`config.mk`:
```
export PLATFORM = sky130hd
export DESIGN_NAME = execute_cycle
export DESIGN_NICKNAME = d
export VERILOG_FILES = /design/src/rtl/execute_cycle.sv
export SDC_FILE = /design/constraint.sdc
export NUM_CORES = 1
export LEC_CHECK = 0
export CAP_MARGIN = 20
export CORE_MARGIN = 5
export CORE_UTILIZATION = 45
export CTS_CLUSTER_DIAMETER = 50
export CTS_CLUSTER_SIZE = 16
export DETAILED_ROUTE_END_ITERATION = 7
export PLACE_DENSITY = 0.85
export SYNTH_ARGS = -nofsm -noshare
export SYNTH_HDL_FRONTEND = slang
export SYNTH_SLANG_ARGS = --single-unit
```
`constraint.sdc`:
```
create_clock -name clk -period 6.4 [get_ports clk]
set_input_delay 0.96 -clock clk [delete_from_list [all_inputs] [get_ports clk]]
set_output_delay 0.96 -clock clk [all_outputs]
set_load 0.1 [all_outputs]
```
`src/rtl/execute_cycle.sv`:
```
// EX stage of the 5-stage RV32I pipeline: forwarding muxes, ALU, branch/JAL resolution and EX/MEM register.
// Optional 2-cycle MUL unit enabled by defining EXECUTE_MUL_EN (default build: MulE ignored, MulBusyE = 0).
module execute_cycle (
    input  logic        clk,
    input  logic        rst,
    input  logic        RegWriteE,
    input  logic [1:0]  ResultSrcE,
    input  logic        MemWriteE,
    input  logic        JumpE,
    input  logic        BranchE,
    input  logic [2:0]  Funct3E,
    input  logic [2:0]  ALUControlE,
    input  logic        ALUSrcE,
    input  logic        MulE,
    input  logic [31:0] RD1_E,
    input  logic [31:0] RD2_E,
    input  logic [31:0] Imm_Ext_E,
    input  logic [4:0]  RD_E,
    input  logic [31:0] PCE,
    input  logic [31:0] PCPlus4E,
    input  logic [1:0]  ForwardA_E,
    input  logic [1:0]  ForwardB_E,
    input  logic [31:0] ResultW,
    output logic        PCSrcE,
    output logic [31:0] PCTargetE,
    output logic        MulBusyE,
    output logic        RegWriteM,
    output logic        MemWriteM,
    output logic [1:0]  ResultSrcM,
    output logic [4:0]  RD_M,
    output logic [31:0] ALUResultM,
    output logic [31:0] WriteDataM,
    output logic [31:0] PCPlus4M,
    output logic        o_dbg_mul_state
);

    localparam logic [2:0] ALU_ADD  = 3'b000;
    localparam logic [2:0] ALU_SUB  = 3'b001;
    localparam logic [2:0] ALU_AND  = 3'b010;
    localparam logic [2:0] ALU_OR   = 3'b011;
    localparam logic [2:0] ALU_XOR  = 3'b100;
    localparam logic [2:0] ALU_SLT  = 3'b101;
    localparam logic [2:0] ALU_SLTU = 3'b110;
    localparam logic [2:0] ALU_SLL  = 3'b111;

    localparam logic [2:0] BR_EQ  = 3'b000;
    localparam logic [2:0] BR_NE  = 3'b001;
    localparam logic [2:0] BR_LT  = 3'b100;
    localparam logic [2:0] BR_GE  = 3'b101;
    localparam logic [2:0] BR_LTU = 3'b110;
    localparam logic [2:0] BR_GEU = 3'b111;

    logic [31:0] w_src_a;
    logic [31:0] w_fwd_b;
    logic [31:0] w_src_b;
    logic [31:0] w_alu_result;
    logic [31:0] w_ex_result;
    logic        w_bubble;
    logic        w_eq;
    logic        w_lt;
    logic        w_ltu;
    logic        w_branch_cond;

    // Forwarding: 01 = WB result, 10 = our own EX/MEM result, 00/11 = register file value.
    always_comb begin
        case (ForwardA_E)
            2'b01:   w_src_a = ResultW;
            2'b10:   w_src_a = ALUResultM;
            default: w_src_a = RD1_E;
        endcase
    end

    always_comb begin
        case (ForwardB_E)
            2'b01:   w_fwd_b = ResultW;
            2'b10:   w_fwd_b = ALUResultM;
            default: w_fwd_b = RD2_E;
        endcase
    end

    assign w_src_b = ALUSrcE ? Imm_Ext_E : w_fwd_b;

    always_comb begin
        case (ALUControlE)
            ALU_ADD:  w_alu_result = w_src_a + w_src_b;
            ALU_SUB:  w_alu_result = w_src_a - w_src_b;
            ALU_AND:  w_alu_result = w_src_a & w_src_b;
            ALU_OR:   w_alu_result = w_src_a | w_src_b;
            ALU_XOR:  w_alu_result = w_src_a ^ w_src_b;
            ALU_SLT:  w_alu_result = {31'd0, ($signed(w_src_a) < $signed(w_src_b))};
            ALU_SLTU: w_alu_result = {31'd0, (w_src_a < w_src_b)};
            ALU_SLL:  w_alu_result = w_src_a << w_src_b[4:0];
            default:  w_alu_result = 32'd0;
        endcase
    end

    // Branch compare always uses forwarded register operands, never the immediate.
    assign w_eq  = (w_src_a == w_fwd_b);
    assign w_lt  = ($signed(w_src_a) < $signed(w_fwd_b));
    assign w_ltu = (w_src_a < w_fwd_b);

    always_comb begin
        case (Funct3E)
            BR_EQ:   w_branch_cond = w_eq;
            BR_NE:   w_branch_cond = ~w_eq;
            BR_LT:   w_branch_cond = w_lt;
            BR_GE:   w_branch_cond = ~w_lt;
            BR_LTU:  w_branch_cond = w_ltu;
            BR_GEU:  w_branch_cond = ~w_ltu;
            default: w_branch_cond = 1'b0;
        endcase
    end

    assign PCSrcE    = JumpE | (BranchE & w_branch_cond);
    assign PCTargetE = PCE + Imm_Ext_E;

`ifdef EXECUTE_MUL_EN
    // Stall contract: while MulBusyE is high the hazard unit holds the IF/ID/EX inputs
    // unchanged, so the MUL_WAIT cycle sees the same instruction that launched the multiply.
    typedef enum logic {
        S_IDLE     = 1'b0,
        S_MUL_WAIT = 1'b1
    } mul_state_t;

    mul_state_t  r_state;
    mul_state_t  w_state_next;
    logic [31:0] r_mul_prod;
    logic [31:0] w_mul_prod;
    logic        w_mul_launch;
    logic        w_mul_done;

    assign w_mul_prod = w_src_a * w_src_b;

    always_ff @(posedge clk or negedge rst) begin
        if (!rst) begin
            r_state <= S_IDLE;
        end else begin
            r_state <= w_state_next;
        end
    end

    always_comb begin
        w_state_next = r_state;
        case (r_state)
            S_IDLE:     if (MulE) w_state_next = S_MUL_WAIT;
            S_MUL_WAIT: w_state_next = S_IDLE;
            default:    w_state_next = S_IDLE;
        endcase
    end

    always_comb begin
        w_mul_launch = 1'b0;
        w_mul_done   = 1'b0;
        MulBusyE     = 1'b0;
        case (r_state)
            S_IDLE: begin
                w_mul_launch = MulE;
                MulBusyE     = MulE;
            end
            S_MUL_WAIT: w_mul_done = 1'b1;
            default: begin
                w_mul_launch = 1'b0;
                w_mul_done   = 1'b0;
            end
        endcase
    end

    always_ff @(posedge clk or negedge rst) begin
        if (!rst) begin
            r_mul_prod <= 32'd0;
        end else if (w_mul_launch) begin
            r_mul_prod <= w_mul_prod;
        end
    end

    assign w_bubble        = w_mul_launch;
    assign w_ex_result     = w_mul_done ? r_mul_prod : w_alu_result;
    assign o_dbg_mul_state = (r_state == S_MUL_WAIT);
`else
    logic w_unused_mul;

    assign w_unused_mul    = MulE;
    assign w_bubble        = 1'b0;
    assign w_ex_result     = w_alu_result;
    assign MulBusyE        = 1'b0;
    assign o_dbg_mul_state = 1'b0;
`endif

    // EX/MEM register; a launching multiply pushes a bubble into MEM for one cycle.
    always_ff @(posedge clk or negedge rst) begin
        if (!rst) begin
            RegWriteM  <= 1'b0;
            MemWriteM  <= 1'b0;
            ResultSrcM <= 2'b00;
            RD_M       <= 5'd0;
            ALUResultM <= 32'd0;
            WriteDataM <= 32'd0;
            PCPlus4M   <= 32'd0;
        end else if (w_bubble) begin
            RegWriteM  <= 1'b0;
            MemWriteM  <= 1'b0;
            ResultSrcM <= 2'b00;
            RD_M       <= 5'd0;
            ALUResultM <= 32'd0;
            WriteDataM <= 32'd0;
            PCPlus4M   <= 32'd0;
        end else begin
            RegWriteM  <= RegWriteE;
            MemWriteM  <= MemWriteE;
            ResultSrcM <= ResultSrcE;
            RD_M       <= RD_E;
            ALUResultM <= w_ex_result;
            WriteDataM <= w_fwd_b;
            PCPlus4M   <= PCPlus4E;
        end
    end

endmodule
```
Word level (Yosys, flattened, before mapping). Index checks and enable logic that the tools add are counted.

Logic and storage cells: 47. Memories kept: 0. Latch bits: 0. Flip-flop bits (word level): 105. Memory bits (read-only): 0. Bits of input ports: 217. RAM bits: 0.

Mux-type cells: 5. Shift operators: 1. Reduce and logical (&&, ||, !) cells: 2. Div/mod/pow operators: 0. Bitwise logic cells: 8. Multiply operators: 0. $lt $le $gt $ge: 4. Equal/unequal tests: 17. $add $sub $neg: 3.

Operators with widths (number): one-hot mux 32 bit (8 select lines) (1); less-than comparator 32 bit (4); one-hot mux 32 bit (2 select lines) (2); adder 32 bit (2); AND 32 bit (1); == test 32 bit (1); two-way mux 32 bit (1); bitwise OR 32 bit (1); << shifter 32 x 5 -> 32 bit (1); subtractor 32 bit (1); bitwise XOR 32 bit (1); == test 3 bit (second input constant) (8); == test 3 x 1 -> 1 bit (second input constant) (2); == test 3 x 2 -> 1 bit (second input constant) (2); logical NOT 3 bit (2); one-hot mux 1 bit (6 select lines) (1); == test 2 x 1 -> 1 bit (second input constant) (2); == test 2 bit (second input constant) (2); NOT 1 bit (3); AND 1 bit (1); bitwise OR 1 bit (1).

Longest topological paths before layout. Gate-level depths: netlist of run 1.

Depth in word-level cells: 7. Mapped depth: 20. Gate-level depth less buffers: 17.

Worst setup path after synthesis of run 1. No wires, ideal clock.

Path kind: input -> output. From: in ForwardB_E[0]. To: out PCSrcE. Arrival: 5156 ps. Cell stages on the path: 17. Slack: 284 ps. Buffers on the path: 3. Data required time: 5440 ps. Path through: inv_1 ha_1 buf_2 buf_1 buf_1 a221o_1 o21ai_0 ha_1 a21o_1 a2111oi_0 o22ai_1 o311a_1 nor4_1 mux2_2 a21oi_1 xnor2_1 a31o_1.

Cells in the longest elaborated chain, start to end: 7.

Ends and longest elaborated chain: start: declaration (RTL line 22) `input logic [1:0] ForwardB_E,`; == test 2 bit or == test 2 x 1 -> 1 bit (tied branches) (RTL line 74) `case (ForwardB_E)`; one-hot mux 32 bit (2 select lines) (*) (RTL line 74); less-than comparator 32 bit, or another cell as far along (RTL line 100) `assign w_ltu = (w_src_a < w_fwd_b);`; NOT 1 bit, on equally long branches (RTL line 109, 105, 107); one-hot mux 1 bit (6 select lines) (*) (RTL line 103) `case (Funct3E)`; AND 1 bit (*) (RTL line 114) `assign PCSrcE = JumpE | (BranchE & w_branch_cond);`; bitwise OR 1 bit (*) (RTL line 114); end: declaration (RTL line 24) `output logic PCSrcE,`.

Every way passes the cells marked *; elsewhere a longest branch is shown, timed or not.

Worst setup path after layout of run 1.
From: in ForwardA_E[0]. To: out PCSrcE.

Cells in the longest elaborated chain, start to end: 7.

Ends and longest elaborated chain: start: declaration (RTL line 21) `input logic [1:0] ForwardA_E,`; == test 2 bit or == test 2 x 1 -> 1 bit (tied branches) (RTL line 66) `case (ForwardA_E)`; one-hot mux 32 bit (2 select lines) (*) (RTL line 66); less-than comparator 32 bit, or another cell as far along (RTL line 100); NOT 1 bit, on equally long branches (RTL line 109, 105, 107); one-hot mux 1 bit (6 select lines) (*) (RTL line 103); AND 1 bit (*) (RTL line 114); bitwise OR 1 bit (*) (RTL line 114).

Marks and branches as above.

==> impl_metrics.toml, run 1 <==
[run_status]
status = "complete, no violations"

[global_routing]
grt_pass1_wl_um = 87800
antenna_found_initial = 6
track_usage_pct = 33.9
grt_max_degree = 70
grt_pass1_vias = 14700
grt.overflow.total = 0

[routing]
wl_um = 58200
drtIter0Drc = 1603
first_pass_iters = 5
ant_nets = 0
vias = 15100
remaining_drc_errors = 0
routedWlPerCell_um = 23.9
vias_per_cell = 6.22

[clocking]
cts_buffers = 9
cts.path.max_buffers = 2
clk_pin_slew_worst_paths_ps = 90
clockRootBuffer = "clkbuf_16"
cts_tree = "yes"
cts_max_level = 3
clock-sinks = 105
clkLatencyLatePin_ps = 380

[floorplan]
core.rowCount = 62
initial_core_util_pct = 45.6
core-area_mm2 = 0.0287
die_area_mm2 = 0.0326
die_x_um = 181
die_h_um = 181
io_pins = 357

[synthesis]
yosysSeqAreaShare_pct = 20.1
synth_area_per_cell_um2 = 7.75
synth_flop_cell = "dfrtp_1"
yosysWarnings = 0
ys_types = 93
synth_edf_count = 0
synth_area_mm2 = 0.0131
netlist_instances = 1690
async_flop_share_pct = 100
synth-seq-cells = 105

[pwr]
peakVddDrop_v = 0.000200
comb_power_share_pct = 70.3
leakage_nw = 7.83
powerDensity_mw_per_mm2 = 269
clkPwrFrac_pct = 12.4
sw_frac_of_total_pct = 56.6
power.switching_mw = 2.69
power_mw = 4.75
p_int_mw = 2.07
p_seq_share_pct = 17.3

[sta]
finalSetupViolations = 0
relSlewSlack_pct = 25.9
min_period_ps = 6220
maxSlewViolCount = 0
finalSetupTns_ps = 0
rsz0062_at_grt = "no"
max_freq_ghz = 0.161
tightest_slew_ps = 1110
finClkSkew_ps = 18.4
finalHoldViolCount = 0
period_share_pct = 97.1

[worst_setup_path]
cp_common_cell = "buf_4"
path_max_fanout = 44
worst_path_max_delay_cell = "clkdlybuf4s50_1"
crit_path_cell_trace = "clkdlybuf4s50_1 -> inv_1 -> ha_1 -> buf_12 -> clkinvlp_4 -> buf_4 -> o21ai_0 -> inv_1 -> ha_1 -> nand4_1 -> nor4_2 -> buf_4 -> o311a_1 -> nor4_2 -> buf_4 -> mux2_2 -> a21oi_2 -> xnor2_1 -> a31o_1 -> buf_12"
critPathLaunch = "ForwardA_E[0]"
cp-start-kind = "input port"
r2r_cells = 16
endpoint_kind = "primary output"
arrival_ps = 5260
r2r_start = "ALUResultM[0]"
r2r_slack_ps = 1800
r2r_end = "ALUResultM[28]"
worstSetupPathType = "input port to primary output"
required_ps = 5440
cpPeakStageDelay_ps = 520

[final_layout]
syn2layout_area_growth_pct = 35.0
regArea_mm2 = 0.00263
multi_input_area_mm2 = 0.00954
finalNonFillerCells = 2432
fillCellCount = 2520
nets = 2422
layout-drive-gt1-share_pct = 8.41

[placement]
place_inst = 2412
place_hpwl_um = 47100
gp_congestion = 0.992
port_buffers = 353

[min_path]
hp-class = "input port to asynchronous set/reset pin"

[job]
drv_cap = 0
==> worst max-delay path: cells and delay by family <==
kind / cells / cell delay (ps)
compound gates: 4 / 850
xor+xnor: 1 / 140
fa+ha+maj: 2 / 640
buf+inv: 9 / 1930
mux: 1 / 270
simple gates: 3 / 420
==> worst max path at each step <==
stage / to / slack [ps] / cells after the start
after floorplan: PCSrcE / 280 / 17
after global placement: PCSrcE / 260 / 19
after detailed placement: PCSrcE / 140 / 19
after CTS: PCSrcE / 70 / 19
after global routing: PCSrcE / 20 / 19
final: PCSrcE / 180 / 20
==> synth_stat cells (28+ instances only) <==
library cell / number / area share, %
xnor2_1: 46 / 3.1
a21oi_1: 143 / 5.5
a22oi_1: 31 / 1.8
mux2i_1: 69 / 5.3
clkbuf_1: 53 / 1.5
o21ai_0: 130 / 5.0
nand3_1: 28 / 1.1
nand2_1: 129 / 3.7
a221o_1: 38 / 2.9
nor2_1: 133 / 3.8
inv_1: 139 / 4.0
o21ai_1: 39 / 1.5
ha_1: 162 / 15
dfrtp_1: 105 / 20
nor3_1: 32 / 1.2
==> per-stage QoR <==
step	util (%)	worst slack, ps	hold WS, ps	instance area, um2
after floorplan	-	284	664	13100
final	61.6	185	565	17700
after CTS	61.4	73.1	564	17600
after global placement	60.3	263	714	17300
after global routing	61.6	15.9	604	17700
after detailed placement	60.3	137	757	17300
==> repair_timing <==
item	in CTS	in global routing
hold buffers	0	0
setup buffers	0	1
gates resized for setup	0	26
endpoints found under the setup margin	0	1
==> cells by family after synthesis <==
family / share of synthesized area (%)
compound gates: 31.9
xor+xnor: 3.48
fa+ha+maj: 15.9
buf+inv: 7.54
flops: 20.1
mux: 6.39
other cells: 0.0286
simple gates: 14.7
==> power by group through the flow <==
stage	Combinational [mW]	Clock (mW)	Sequential, mW
3_3_place_gp	3.23	0	0.830
4_1_cts	3.28	0.599	0.819
2_1_floorplan	1.63	0	1.47
6_report	3.34	0.590	0.821
3_5_place_dp	3.26	0	0.832
5_1_grt	3.52	0.620	0.831
==> layout by cell type (no fill, tap or decap), types with 17 or more instances in the layout <==
cell type	instances
a21o_1	23
buf_4	102
a21oi_1	141
clkdlybuf4s50_1	328
nand3_1	28
a221o_1	38
o21ai_0	115
nand2_1	129
ha_1	162
o21ai_1	53
a211oi_1	21
nand2b_1	17
mux2i_1	69
nor3_1	31
o21bai_1	19
nor2_1	133
inv_1	137
dfrtp_1	105
a22oi_1	31
o22ai_1	24
xnor2_1	46
==> layout make-up <==
cell class	count	area share (%)
multi-input cells	1339	54.0
flip-flops and latches	105	14.9
well taps	384	2.72
clock buffers	9	1.27
clock inverters	7	0.481
diodes	3	0.0425
inverters	149	3.21
repair buffers	436	23.4
==> flip-flops by register name, indices dropped and copies added (netlist names) <==
register / flops
ALUResultM: 32
MemWriteM: 1
PCPlus4M: 32
RD_M: 5
RegWriteM: 1
ResultSrcM: 2
WriteDataM: 32
==> layer usage <==
layer / GRT usage [%] / wire (um)
met4: 11.7 / 2080
met2: 56.4 / 27200
met1: 43.4 / 22800
met3: 7.63 / 6090
met5: 0 / 24
Note: power is estimated with default switching activity, not from simulation.
==> run 2, diff against run 1 <==
--- a/config.mk
+++ b/config.mk
@@ -6,12 +6,14 @@
 export NUM_CORES = 1
 export LEC_CHECK = 0
 export CAP_MARGIN = 20
+export CELL_PAD_IN_SITES_DETAIL_PLACEMENT = 1
+export CELL_PAD_IN_SITES_GLOBAL_PLACEMENT = 1
 export CORE_MARGIN = 5
-export CORE_UTILIZATION = 45
+export CORE_UTILIZATION = 36
 export CTS_CLUSTER_DIAMETER = 50
 export CTS_CLUSTER_SIZE = 16
 export DETAILED_ROUTE_END_ITERATION = 7
-export PLACE_DENSITY = 0.85
+export PLACE_DENSITY = 0.93
 export SYNTH_ARGS = -nofsm -noshare
 export SYNTH_HDL_FRONTEND = slang
 export SYNTH_SLANG_ARGS = --single-unit
==> impl_metrics.toml, run 2 (synthesized netlist as in run 1, its figures left out) <==
[final_layout]
regArea_mm2 = 0.00263
reg_top3 = "ALUResultM: 32 flops, PCPlus4M: 32 flops, WriteDataM: 32 flops"
multi_input_area_mm2 = 0.00956
nets = 2448
final_common_cell = "clkdlybuf4s50_1"
syn2layout_area_growth_pct = 37.4
layout-drive-gt1-share_pct = 9.56
final_cell_mix = "clkdlybuf4s50_1 (326), ha_1 (160), a21oi_1 (142)"
fillCellCount = 4364

[placement]
place_hpwl_um = 53500
gp_congestion = 1.00
port_buffers = 353

[routing]
vias_per_cell = 6.18
vias = 15700
ant_nets = 0
drtIter0Drc = 1286
remaining_drc_errors = 0
routedWlPerCell_um = 26.1
wl_um = 66200
first_pass_iters = 5

[global_routing]
grt_max_degree = 64
track_usage_pct = 31.3
grt_pass1_wl_um = 100000
grtUsageMet3_pct = 6.04
antenna_found_initial = 4
grt.overflow.total = 0
use_met2_pct = 53.8
met1_usage_pct = 38.1
grt_pass1_vias = 16300
busiest_layer = "met2"

[sta]
tightest_slew_ps = 1080
relSlewSlack_pct = 28.0
max_freq_ghz = 0.157
maxSlewViolCount = 0
finalSetupViolations = 0
finClkSkew_ps = 14.0
hold_slack_ps = 642
finalHoldViolCount = 0
min_period_ps = 6380
period_share_pct = 99.7

[pwr]
peakVddDrop_v = 0.000208
powerDensity_mw_per_mm2 = 272
power_mw = 4.89
leakage_nw = 7.97

[worst_setup_path]
r2r_slack_ps = 1730
path_max_fanout = 7
r2r_cells = 17
r2r_end = "ALUResultM[28]"
r2r_start = "ALUResultM[0]"
cp-start-kind = "input port"
worstSetupPathType = "input port to primary output"
required_ps = 5440
arrival_ps = 5420
endpoint_kind = "primary output"

[floorplan]
die_h_um = 201
die_x_um = 201
core-area_mm2 = 0.0357
core.rowCount = 69
io_pins = 357
initial_core_util_pct = 36.6
die_area_mm2 = 0.0403

[clocking]
clockRootBuffer = "clkbuf_16"
cts_buffers = 9
cts_tree = "yes"
clock-sinks = 105
clkLatencyLatePin_ps = 400
clk_pin_slew_worst_paths_ps = 90
cts_max_level = 3
cts.path.max_buffers = 2

[job]
drv_cap = 0

[run_status]
status = "complete, no violations"

[min_path]
hp-class = "input port to asynchronous set/reset pin"
## run 2: cell count changes in the layout (fill, tap and decap cells not counted), sizes merged
cell / change
clkinv: -2
inv: +4
clkinvlp: -2
clkdlybuf4s50: -2
buf: +28
diode: -2
## run 2: critical path: stages
cell	delay (ps)
clkdlybuf4s50_1	530
inv_1	60
ha_1	260
buf_4	200
a22oi_1	350
o21ai_0	250
ha_1	390
nand3_1	140
nor2_1	100
a2111oi_4	210
o22ai_1	150
o311a_1	350
nor4_4	390
mux2_2	390
a21oi_2	160
xnor2_1	150
a31o_1	210
buf_12	180
## run 2: how the worst max path moves through the flow
stage / endpoint / start / cells past startpoint / slack (ps)
after floorplan: PCSrcE / ForwardB_E[0] / 17 / 280
after global placement: PCSrcE / ForwardB_E[0] / 17 / -80
after detailed placement: PCSrcE / ForwardB_E[0] / 18 / -260
after CTS: PCSrcE / ForwardA_E[0] / 19 / 3
after global routing: PCSrcE / ForwardA_E[1] / 18 / -100
final: PCSrcE / ForwardA_E[1] / 18 / 20
## run 2: per-layer routing
metal / share of wire (%) / up-vias / routed length [um]
met4: 4.8 / 6 / 3190
li1: - / 6931 / -
met2: 48 / 757 / 31700
met3: 7.2 / 173 / 4760
met1: 40 / 7798 / 26600
met5: 0.054 / - / 36
## run 2: stage by stage
stage / setup slack, ps / instances / TNS [ps] / area (um2) / util (%)
floorplan: 284 / 1691 / 0 / 13100 / -
global placement: -76.3 / 2514 / -76.3 / 17600 / 49.2
detailed placement: -257 / 2514 / -257 / 17600 / 49.2
CTS: 3.25 / 2530 / 0 / 17900 / 50.2
global route: -101 / 2533 / -101 / 18000 / 50.3
finish: 16.8 / 2533 / 0 / 18000 / 50.3
## run 2: where the power goes
part | internal (mW) | switching, mW
Combinational | 1.07 | 2.38
Sequential | 0.752 | 0.0693
Clock | 0.285 | 0.341
## run 2: area by class of cell
cell class / count / area share (%)
Timing Repair Buffer: 462 / 24.1
Inverter: 149 / 3.13
Tap cell: 461 / 3.21
Clock buffer: 9 / 1.25
Clock inverter: 7 / 0.494
Sequential cell: 105 / 14.6
Antenna cell: 1 / 0.0139
Multi-Input combinational cell: 1339 / 53.2
## run 2: timing repair
item                                    in CTS  in global routing
endpoints found under the setup margin       1                  1
pin swaps                                    0                  2
resized for setup                            3                 10
hold buffers                                 0                  0
buffers inserted                             0                  2
==> run 3, diff against run 2 <==
--- a/config.mk
+++ b/config.mk
@@ -5,13 +5,13 @@
 export SDC_FILE = /design/constraint.sdc
 export NUM_CORES = 1
 export LEC_CHECK = 0
+export ABC_CLOCK_PERIOD_IN_PS = 6400
 export CAP_MARGIN = 20
 export CELL_PAD_IN_SITES_DETAIL_PLACEMENT = 1
 export CELL_PAD_IN_SITES_GLOBAL_PLACEMENT = 1
 export CORE_MARGIN = 5
 export CORE_UTILIZATION = 36
 export CTS_CLUSTER_DIAMETER = 50
-export CTS_CLUSTER_SIZE = 16
 export DETAILED_ROUTE_END_ITERATION = 7
 export PLACE_DENSITY = 0.93
 export SYNTH_ARGS = -nofsm -noshare
==> results of run 3 <==
Same layout as run 2: the final DEF is identical, and so are final timing and power.
